`src/rtl/vproc_mem_pkg.sv`:
```
// Shared types for the vector-unit memory responder: FSM state encoding,
// response pipeline entry and the bytes-per-word shift helper.
package vproc_mem_pkg;

    // Initialisation FSM state (legacy-compatible constant encoding)
    typedef logic [0:0] mem_state_t;
    localparam mem_state_t ST_CLEAR = 1'b0;
    localparam mem_state_t ST_READY = 1'b1;

    // One in-flight response: valid slot, illegal request, write request
    typedef struct packed {
        logic valid;
        logic err;
        logic we;
    } resp_entry_t;

    // log2 of bytes per memory word; byte address >> this gives word index
    function automatic int unsigned be_shift(input int unsigned mem_w);
        return $clog2(mem_w / 8);
    endfunction

endpackage

```
`src/rtl/vproc_mem_resp_pipe.sv`:
```
// In-order, fixed-latency shift register of response entries. No backpressure
// exists upstream, so every stage simply advances each cycle.
module vproc_mem_resp_pipe
    import vproc_mem_pkg::*;
#(
    parameter int unsigned DEPTH = 1
) (
    input  logic        clk,
    input  logic        rst,
    input  resp_entry_t entry_i,
    output resp_entry_t entry_o
);

    resp_entry_t stage_q [DEPTH];

    // Shift every stage by one each cycle; reset empties the pipe
    always_ff @(posedge clk or negedge rst) begin
        if (!rst) begin
            for (int i = 0; i < DEPTH; i++) begin
                stage_q[i] <= '0;
            end
        end else begin
            stage_q[0] <= entry_i;
            for (int i = 1; i < DEPTH; i++) begin
                stage_q[i] <= stage_q[i-1];
            end
        end
    end

    assign entry_o = stage_q[DEPTH-1];

endmodule

```
`src/rtl/vproc_mem_responder.sv`:
```
// Memory-side responder for the vector core data interface. Range-checks each
// request, drives a single-port synchronous SRAM and returns in-order
// responses SRAM_LAT cycles later. An init FSM can zero-fill the SRAM.
// Optional response counters are built when VPROC_MEM_RESP_STATS_EN is defined.
module vproc_mem_responder
    import vproc_mem_pkg::*;
#(
    parameter int unsigned MEM_W          = 32,
    parameter logic [31:0] ADDR_BASE      = 32'h0000_0000,
    parameter int unsigned MEM_WORDS      = 1024,
    parameter int unsigned SRAM_LAT       = 1,
    parameter int unsigned CLEAR_ON_RESET = 1
) (
    input  logic                         clk,
    input  logic                         rst,
    input  logic                         mem_req_i,
    input  logic [31:0]                  mem_addr_i,
    input  logic                         mem_we_i,
    input  logic [MEM_W/8-1:0]           mem_be_i,
    input  logic [MEM_W-1:0]             mem_wdata_i,
    output logic                         mem_rvalid_o,
    output logic                         mem_err_o,
    output logic [MEM_W-1:0]             mem_rdata_o,
    output logic                         sram_ce_o,
    output logic                         sram_we_o,
    output logic [MEM_W/8-1:0]           sram_be_o,
    output logic [$clog2(MEM_WORDS)-1:0] sram_addr_o,
    output logic [MEM_W-1:0]             sram_wdata_o,
    input  logic [MEM_W-1:0]             sram_rdata_i,
`ifdef VPROC_MEM_RESP_STATS_EN
    output logic [31:0]                  stat_rd_o,
    output logic [31:0]                  stat_wr_o,
    output logic [31:0]                  stat_err_o,
`endif
    output logic                         init_done_o
);

    localparam int unsigned AW         = $clog2(MEM_WORDS);
    localparam int unsigned BE_W       = MEM_W / 8;
    localparam int unsigned SHIFT      = be_shift(MEM_W);
    // 33-bit window bounds so ADDR_BASE near the top of the map cannot wrap
    localparam logic [32:0] BASE_EXT   = {1'b0, ADDR_BASE};
    localparam logic [32:0] END_EXT    = BASE_EXT + 33'(MEM_WORDS) * 33'(BE_W);
    localparam logic [31:0] ALIGN_MASK = 32'(BE_W - 1);
    localparam mem_state_t  RST_STATE  = (CLEAR_ON_RESET != 0) ? ST_CLEAR : ST_READY;

    mem_state_t     state_q, state_d;
    logic [AW-1:0]  clr_cnt_q, clr_cnt_d;
    logic           req_legal;
    logic [32:0]    addr_ext;
    resp_entry_t    pipe_in, pipe_out;

    // Clear walks every word once, then READY is held until reset
    always_comb begin
        state_d   = state_q;
        clr_cnt_d = clr_cnt_q;
        if (state_q == ST_CLEAR) begin
            clr_cnt_d = clr_cnt_q + 1'b1;
            if (clr_cnt_q == AW'(MEM_WORDS - 1)) begin
                state_d = ST_READY;
            end
        end
    end

    // FSM state and clear counter
    always_ff @(posedge clk or negedge rst) begin
        if (!rst) begin
            state_q   <= RST_STATE;
            clr_cnt_q <= '0;
        end else begin
            state_q   <= state_d;
            clr_cnt_q <= clr_cnt_d;
        end
    end

    // Request legality: READY, word aligned, inside the SRAM window
    always_comb begin
        addr_ext  = {1'b0, mem_addr_i};
        req_legal = (state_q == ST_READY) &&
                    ((mem_addr_i & ALIGN_MASK) == 32'h0) &&
                    (addr_ext >= BASE_EXT) && (addr_ext < END_EXT);
    end

    // SRAM port: clear write owns it in CLEAR; otherwise legal requests pass through.
    // Gated by reset so the port is quiet while reset is held.
    always_comb begin
        sram_ce_o    = 1'b0;
        sram_we_o    = 1'b0;
        sram_be_o    = '0;
        sram_addr_o  = '0;
        sram_wdata_o = '0;
        if (rst) begin
            if (state_q == ST_CLEAR) begin
                sram_ce_o   = 1'b1;
                sram_we_o   = 1'b1;
                sram_be_o   = '1;
                sram_addr_o = clr_cnt_q;
            end else if (mem_req_i && req_legal) begin
                sram_ce_o    = 1'b1;
                sram_we_o    = mem_we_i;
                sram_be_o    = mem_be_i;
                sram_addr_o  = AW'((mem_addr_i - ADDR_BASE) >> SHIFT);
                sram_wdata_o = mem_wdata_i;
            end
        end
    end

    // Every accepted request enters the pipe, legal or not
    always_comb begin
        pipe_in.valid = mem_req_i;
        pipe_in.err   = ~req_legal;
        pipe_in.we    = mem_we_i;
    end

    vproc_mem_resp_pipe #(
        .DEPTH   (SRAM_LAT)
    ) u_resp_pipe (
        .clk     (clk),
        .rst     (rst),
        .entry_i (pipe_in),
        .entry_o (pipe_out)
    );

    // Response: err and rdata are forced to 0 outside valid read slots
    always_comb begin
        mem_rvalid_o = pipe_out.valid;
        mem_err_o    = pipe_out.valid & pipe_out.err;
        mem_rdata_o  = '0;
        if (pipe_out.valid && !pipe_out.err && !pipe_out.we) begin
            mem_rdata_o = sram_rdata_i;
        end
    end

    assign init_done_o = rst && (state_q == ST_READY);

`ifdef VPROC_MEM_RESP_STATS_EN
    logic [31:0] stat_rd_q, stat_wr_q, stat_err_q;

    // Saturating counts of issued responses by kind
    always_ff @(posedge clk or negedge rst) begin
        if (!rst) begin
            stat_rd_q  <= '0;
            stat_wr_q  <= '0;
            stat_err_q <= '0;
        end else if (pipe_out.valid) begin
            if (pipe_out.err) begin
                if (stat_err_q != 32'hFFFF_FFFF) stat_err_q <= stat_err_q + 32'd1;
            end else if (pipe_out.we) begin
                if (stat_wr_q != 32'hFFFF_FFFF) stat_wr_q <= stat_wr_q + 32'd1;
            end else begin
                if (stat_rd_q != 32'hFFFF_FFFF) stat_rd_q <= stat_rd_q + 32'd1;
            end
        end
    end

    assign stat_rd_o  = stat_rd_q;
    assign stat_wr_o  = stat_wr_q;
    assign stat_err_o = stat_err_q;
`endif

endmodule

```
`config.mk`:
```
export PLATFORM = sky130hd
export DESIGN_NAME = vproc_mem_responder
export DESIGN_NICKNAME = d
export VERILOG_FILES = /design/src/rtl/vproc_mem_pkg.sv /design/src/rtl/vproc_mem_resp_pipe.sv /design/src/rtl/vproc_mem_responder.sv
export SDC_FILE = /design/constraint.sdc
export NUM_CORES = 1
export LEC_CHECK = 0
export BUFFER_PORTS_ARGS = -buffer_cell sky130_fd_sc_hd__buf_2
export CAP_MARGIN = 5
export CORE_AREA = 2 2 73 75
export DETAILED_ROUTE_END_ITERATION = 6
export DIE_AREA = 0 0 75 77
export GPL_ROUTABILITY_DRIVEN = 0
export MAX_ROUTING_LAYER = met4
export PLACE_DENSITY = 0.73
export SLEW_MARGIN = 5
export SYNTH_ARGS = -nofsm -noshare
export SYNTH_HDL_FRONTEND = slang
export SYNTH_SLANG_ARGS = --single-unit
```
`constraint.sdc`:
```
create_clock -name clk -period 2.8 [get_ports clk]
set_input_delay 0.42 -clock clk [delete_from_list [all_inputs] [get_ports clk]]
set_output_delay 0.42 -clock clk [all_outputs]
set_load 0.05 [all_outputs]
```
==> out/metrics.cfg, run 1 <==
[final_layout]
stdcell_count=411
layout-drive-gt1-share_pct=60.4
syn_to_final_growth_pct=79.0
diodes=0
utilization_pct=48.1
layout_commonest_cell=buf_2
layout_common_cells=buf_2, and2_1, dfrtp_1, nor2b_1, buf_4
fin_nets=447

[critical_path]
path_buf_inv=3
end_kind=output port
critPathRequiredTime_ns=2.38
crit_chain=buf_2 > or4_4 > nor2_4 > and3_1 > buf_4 > a32o_2 > buf_2
crit_fanout=16
crit_top_cell=buf_2
r2r_slack_ns=1.32
crit_path_max_incr_delay_ns=0.54
worst-setup-path-type=primary input to output port
arrival_ns=2.02
worst_path_max_delay_cell=or4_4
crit_family=simple AND/OR/NAND/NOR gates
start_kind=primary input

[synthesis]
yosys_warnings=0
yosys.area.top_type=and2_1
ys_seq_elements=14
syn_inst=156
syn_area_per_cell_um2=8.57
syn_nets=261
synth_cell_types=28
yosys.area.top_type_share_pct=30.9
ys_seq_area_share_pct=26.2
syn-cell-area_mm2=0.00134
synth.area.top_cells=and2_1, dfrtp_1, nor2b_1

[pwr]
p_leak_nw=1.48
power_frac_comb_pct=23.9
clock_power_share_pct=37.1
powerDensity_mw_per_mm2=219
p_sw_share_pct=25.3
pwr-share-seq_pct=39.0
ir_drop_mv=0.212
intPower_w=0.000392
power_switching_w=0.000133

[detailed_routing]
met3_length_um=432
m1WireLength_mm=2.05
postRouteAntennaNets=0
wl_met2_mm=2.63
drt_iter0_drc=32
dr_total_vias=1830
drc=0
viasPerCell=4.45
top_layer=met4
detail_route.wl_per_cell_um=12.6
drt_pass1_iterations=4
finalWirelength_mm=5.20

[sta]
skew_ns=0.000694
worstMarginPinSlew_ns=0.396
fin_crit_sh_pct=87.2
slew_violations=0
setup_viol=0
period_minus_slack_ns=2.44
fmax_mhz=410
slew_headroom_pct=73.5
hold_violations=0
setup_tns_ns=0
rsz0062_at_grt=no

[run]
max-cap-violations=0

[placed_design]
placed_cells=407
dpl.hpwl_mm=4.48
io_buffers=186

[die]
num_io_pins=187
placementRows=26
die_h_um=77
chipWidth_um=75
start_util_pct=26.9
die-area_mm2=0.00578
core_mm2=0.00498

[grt]
grt_pass1_wl_mm=7.69
antenna_found_initial=0
grt_remaining_overflow=0
grt_pass1_vias=1701
grtUsageTotal_pct=16.9
grt_max_degree=33

[clock_tree]
cts_setup_buffers=0
cts_buffers=3
clk_latency_ns=0.24
root_buffer=clkbuf_8
clock-sinks=14
cts_tree=built
hold_buffers=0
clockBufferDepth=2
cts.repair.resized=0
cts_htree_levels=1
cts.reportedPaths.clkPinSlew_ns=0.06

[status]
status=complete, no violations

[worst_hold_path]
hp-class=primary input to asynchronous set/reset pin

## flip-flops by register name, indices dropped and copies added, names as in the netlist
signal,count
clr_cnt_q,10
u_resp_pipe.entry_o,3
state_q,1
## layer usage
metal,GRT usage [%],vias up
met5,-,-
met3,3.15,16
met4,3.93,0
met2,29.6,95
li1,-,902
met1,19.6,817
## synth_stat cells, drive strengths merged
cell type,number
nand2,4
nor2,3
xnor2,6
nor4,2
a41o,1
inv,1
ha,1
or4,2
nor2b,10
a32o,10
and4,4
nor3,1
nor3b,1
mux2,1
and2,66
dfrtp,14
nor4b,1
and3,3
a31o,5
o21a,1
buf,5
nand3,4
clkbuf,7
xor2,3
## power groups by stage
stage / logic (W) / registers [W] / clock network [W]
2_1_floorplan: 0.0000419 / 0.000211 / 0
3_3_place_gp: 0.000125 / 0.000208 / 0
3_5_place_dp: 0.000126 / 0.000208 / 0
4_1_cts: 0.000127 / 0.000205 / 0.000199
5_1_grt: 0.000138 / 0.000205 / 0.000208
6_report: 0.000126 / 0.000205 / 0.000195
## final cells by class
class | count | area [um^2]
Fill cell | 503 | 2580
Timing Repair Buffer | 193 | 983
Multi-Input combinational cell | 129 | 913
Sequential cell | 14 | 350
Tap cell | 70 | 87.6
Clock buffer | 4 | 55.1
Inverter | 1 | 3.75
## cell families after synthesis
| group | count (synthesis) | synth area share [%] |
|---|---|---|
| DFF | 14 | 26.2 |
| adders and majority gates | 1 | 0.935 |
| buffers and inverters | 13 | 5.89 |
| xor gates and xnor gates | 9 | 5.89 |
| AOI/OAI and AO/OA | 17 | 12.4 |
| and+or+nand+nor | 101 | 47.8 |
| muxes | 1 | 0.842 |
## worst reg2reg max path: cells and delay by family (launching register included)
family                    cells  cell delay, ns
and+or+nand+nor               3            0.68
DFF                           1            0.38
xor gates and xnor gates      1            0.15
buffers and inverters         1            0.20
## path summary, 6_finish.rpt
check,from,endpoint,cells after the start
min,rst,clr_cnt_q[2],1
max reg2reg,state_q,clr_cnt_q[7],5
min in group clk,mem_we_i,u_resp_pipe.entry_o[0],1
max,mem_addr_i[28],sram_addr_o[6],7
min reg2reg,clr_cnt_q[5],clr_cnt_q[5],1
max in group asynchronous,rst,clr_cnt_q[8],2
## per-stage QoR
| stage | total power, W | hold WS, ns | area (um^2) | setup slack (ns) |
|---|---|---|---|---|
| floorplan | 0.000253 | 0.124 | 1340 | 0.345 |
| global placement | 0.000333 | 0.295 | 2340 | 0.393 |
| detailed placement | 0.000334 | 0.296 | 2340 | 0.353 |
| CTS | 0.000531 | 0.0317 | 2390 | 0.352 |
| global route | 0.000551 | 0.0528 | 2390 | 0.303 |
| finish | 0.000525 | 0.0311 | 2390 | 0.359 |
(Power assumes the default switching activity.)
==> run 2, diff against run 1 <==
- SKIP_LAST_GASP: not set -> 1
- clock period: 2.8 -> 2.78 ns (I/O delays scaled with it)
==> run 2 against run 1 <==
Clock power about the same; worst hold slack about the same; clock skew up 0.00094 ns; final cell count unchanged; final area unchanged; register-to-register slack about the same; combinational power about the same; critical endpoint unchanged; largest power group unchanged; highest routed layer unchanged.
==> out/metrics.cfg, run 2 (synthesis gave the netlist of run 1 again) <==
[critical_path]
crit_path_max_incr_delay_ns=0.54
crit_fanout=16
rr_endpoint=clr_cnt_q[7]
crit_chain=buf_2 > or4_4 > nor2_4 > and3_1 > buf_4 > a32o_2 > buf_2
r2r_cells=5
r2r_slack_ns=1.32
critPathRequiredTime_ns=2.36
start_kind=primary input
crit_top_cell=buf_2
arrival_ns=2.01
rr_startpoint=state_q
worst-setup-path-type=primary input to output port
end_kind=output port
worst_path_max_delay_cell=or4_4

[grt]
grt_max_degree=33
grt_pass1_vias=1712
busiest_layer=met2
grt_remaining_overflow=0
antenna_found_initial=0
grt_pass1_wl_mm=7.79
grtUsageMet3_pct=3.94
grtUsageTotal_pct=17.3
met1_usage_pct=19.3
grt_use_met2_pct=30.2

[die]
die-area_mm2=0.00578
num_io_pins=187
die_h_um=77
placementRows=26
chipWidth_um=75
start_util_pct=26.9
core_mm2=0.00498

[final_layout]
layout-drive-gt1-share_pct=60.4
stdcell_count=411
largest_register=clr_cnt_q
fin_nets=447
layout_common_cells=buf_2, and2_1, dfrtp_1, nor2b_1, buf_4
diodes=0
syn_to_final_growth_pct=79.0
largest_reg_flops=10
fillers=500
layout_commonest_cell=buf_2

[detailed_routing]
finalWirelength_mm=5.23
postRouteAntennaNets=0
dr_total_vias=1834
drt_pass1_iterations=4
detail_route.wl_per_cell_um=12.7
drc=0
viasPerCell=4.46
drt_iter0_drc=29

[pwr]
p_leak_nw=1.48
powerDensity_mw_per_mm2=220
finalPower_w=0.000527
ir_drop_mv=0.229

[status]
status=complete, no violations

[placed_design]
dpl.hpwl_mm=4.49
placed_cells=407
io_buffers=186

[sta]
slew_headroom_pct=74.3
hold_violations=0
slew_violations=0
setup_viol=0
rsz0062_at_grt=no
fmax_mhz=412
skew_ns=0.00164
setup_tns_ns=0
fin_crit_sh_pct=87.4
period_minus_slack_ns=2.43
worstMarginPinSlew_ns=0.385

[clock_tree]
root_buffer=clkbuf_8
cts_buffers=3
hold_buffers=0
clockBufferDepth=2
cts_tree=built
cts_setup_buffers=0
cts.reportedPaths.clkPinSlew_ns=0.06
clk_latency_ns=0.24
cts.repair.resized=0
cts_htree_levels=1
clock-sinks=14

[run]
max-cap-violations=0

[worst_hold_path]
hp-class=primary input to asynchronous set/reset pin

-- run 2: metrics by stage --
| stage | util [%] | setup WS (ns) | hold WS, ns | cell area [um^2] |
|---|---|---|---|---|
| finish | 48.1 | 0.352 | 0.0311 | 2390 |
| global route | 48.1 | 0.270 | 0.0476 | 2390 |
| floorplan | - | 0.331 | 0.121 | 1340 |
| detailed placement | 47.0 | 0.334 | 0.293 | 2340 |
| global placement | 47.0 | 0.379 | 0.292 | 2340 |
| CTS | 48.1 | 0.330 | 0.0281 | 2390 |
-- run 2: how the worst max path moves through the flow --
stage | endpoint | startpoint | depth (start not counted) | slack (ns)
after floorplan | sram_addr_o[0] | rst | 4 | 0.33
after CTS | sram_wdata_o[19] | mem_addr_i[28] | 7 | 0.33
after detailed placement | sram_wdata_o[19] | mem_addr_i[28] | 7 | 0.33
after global routing | sram_wdata_o[19] | mem_addr_i[28] | 7 | 0.27
after global placement | sram_addr_o[8] | mem_addr_i[28] | 7 | 0.38
final | sram_addr_o[6] | mem_addr_i[28] | 7 | 0.35
-- run 2: critical path, delay by kind of cell --
kind            cells  cell delay (ns)
simple gates        3             0.84
buf+inv             3             0.57
compound gates      1             0.19
-- run 2: final cells by class --
| class | instances | area, um^2 | area share [%] |
|---|---|---|---|
| Timing Repair Buffer | 193 | 983 | 41.1 |
| Clock buffer | 4 | 55.1 | 2.30 |
| Multi-Input combinational cell | 129 | 913 | 38.2 |
| Tap cell | 70 | 87.6 | 3.66 |
| Inverter | 1 | 3.75 | 0.157 |
| Sequential cell | 14 | 350 | 14.6 |
-- run 2: where the power goes --
| group | internal, W | switching, W |
|---|---|---|
| Clock | 0.000125 | 0.0000689 |
| Sequential | 0.000205 | 0.000000685 |
| Combinational | 0.0000640 | 0.0000628 |
-- run 2: layer usage --
layer  wire (um)  share of wire, %  up-vias
met5           0                 0        -
met4          71               1.4        0
met3         495               9.5       10
met2        2700                52       91
met1        1960                38      831
li1            -                 -      902
==> run 3, diff against run 2 <==
- PLACE_DENSITY: 0.73 -> 0.69
==> run 3 against run 2 <==
Setup slack lost 0.040 ns; routed wire length shrank 3.8%; sequential share of layout area is essentially flat; global-route usage shrank 0.76 points; final area shrank 0.31%; worst hold slack gained 0.014 ns; sequential cell count is the same; sequential power is essentially flat; total power shrank 0.11%; first-iteration DRC count grew 17%; critical path type unchanged; critical endpoint is now sram_wdata_o[7]; largest power group unchanged.
==> out/metrics.cfg, run 3 (synthesis gave the netlist of run 1 again) <==
[pwr]
powerDensity_mw_per_mm2=221
ir_drop_mv=0.275
p_leak_nw=1.47
finalPower_w=0.000527

[detailed_routing]
drt_iter0_drc=34
drt_pass1_iterations=4
drc=0
detail_route.wl_per_cell_um=12.3
postRouteAntennaNets=0
finalWirelength_mm=5.04
viasPerCell=4.30
dr_total_vias=1763

[critical_path]
worst-setup-path-type=primary input to output port
crit_fanout=32
r2r_slack_ns=1.33
arrival_ns=2.05
end_kind=output port
start_kind=primary input
critPathRequiredTime_ns=2.36

[die]
die_h_um=77
chipWidth_um=75
start_util_pct=26.9
core_mm2=0.00498
die-area_mm2=0.00578
placementRows=26
num_io_pins=187

[clock_tree]
clock-sinks=14
cts_tree=built
cts_htree_levels=1
cts.repair.resized=0
cts.reportedPaths.clkPinSlew_ns=0.06
hold_buffers=0
cts_buffers=3
clk_latency_ns=0.24
clockBufferDepth=2
cts_setup_buffers=0
root_buffer=clkbuf_8

[sta]
skew_ns=0.00120
slew_headroom_pct=75.0
fin_crit_sh_pct=88.8
rsz0062_at_grt=no
slew_violations=0
period_minus_slack_ns=2.47
setup_tns_ns=0
hold_violations=0
fmax_mhz=405
worstMarginPinSlew_ns=0.375
setup_viol=0

[final_layout]
largest_register=clr_cnt_q
syn_to_final_growth_pct=78.4
largest_reg_flops=10
multi_input_area_um2=913
diodes=0
layout_commonest_cell=buf_2
fin_nets=446
regArea_um2=350
layout-drive-gt1-share_pct=60.3
layout_common_cells=buf_2, and2_1, dfrtp_1, nor2b_1
fillers=504

[grt]
grtUsageTotal_pct=16.6
grt_pass1_vias=1615
grt_pass1_wl_mm=7.42
antenna_found_initial=0
grt_max_degree=33
grt_remaining_overflow=0

[worst_hold_path]
hp-class=primary input to asynchronous set/reset pin

[placed_design]
dpl.hpwl_mm=4.25
io_buffers=186

[run]
max-cap-violations=0

[status]
status=complete, no violations

run 3: path summary, 6_finish.rpt:
| path | startpoint | end | cells after the start |
|---|---|---|---|
| worst max-delay path | mem_addr_i[28] | sram_wdata_o[7] | 7 |
| worst min-delay path | rst | clr_cnt_q[2] | 1 |
| worst max register to register | state_q | clr_cnt_q[7] | 5 |
| worst min register to register | clr_cnt_q[5] | clr_cnt_q[5] | 1 |
| max in group asynchronous | rst | clr_cnt_q[8] | 2 |
| min in group clk | mem_req_i | u_resp_pipe.entry_o[2] | 1 |
run 3: metal layers:
layer | part of all wire, % | GRT usage [%]
met5 | 0 | -
met4 | 1.1 | 4.11
met3 | 8.7 | 2.63
met2 | 50 | 29.6
met1 | 40 | 18.8
run 3: metrics by stage:
stage / instances / utilization, % / setup WS [ns] / hold slack (ns) / instance area [um^2]
finish: 410 / 47.9 / 0.311 / 0.0447 / 2390
global route: 410 / 47.9 / 0.139 / 0.0574 / 2390
CTS: 410 / 47.9 / 0.272 / 0.0427 / 2390
detailed placement: 406 / 46.8 / 0.311 / 0.306 / 2330
global placement: 406 / 46.8 / 0.326 / 0.304 / 2330
floorplan: 156 / - / 0.331 / 0.121 / 1340
run 3: worst max-delay path: stages:
cell and delay [ns]:
buf_2 0.10, or4_4 0.53, nor2_4 0.12, and4_1 0.18
buf_4 0.24, and2_1 0.18, buf_2 0.27
run 3: report_power, final:
part	leakage (nW)	switching, W	total, W	internal (W)
sequential	0.171	0.000000826	0.000206	0.000205
clock	0.0288	0.0000698	0.000195	0.000125
combinational	1.27	0.0000614	0.000125	0.0000639
total	1.47	0.000132	0.000527	0.000395
run 3: final cells by class:
cell class	count	share of cell area, %
sequential	14	14.7
timing repair buffer	192	40.9
tap	70	3.67
inverter	1	0.157
multi-input combinational	129	38.3
clock buffer	4	2.31
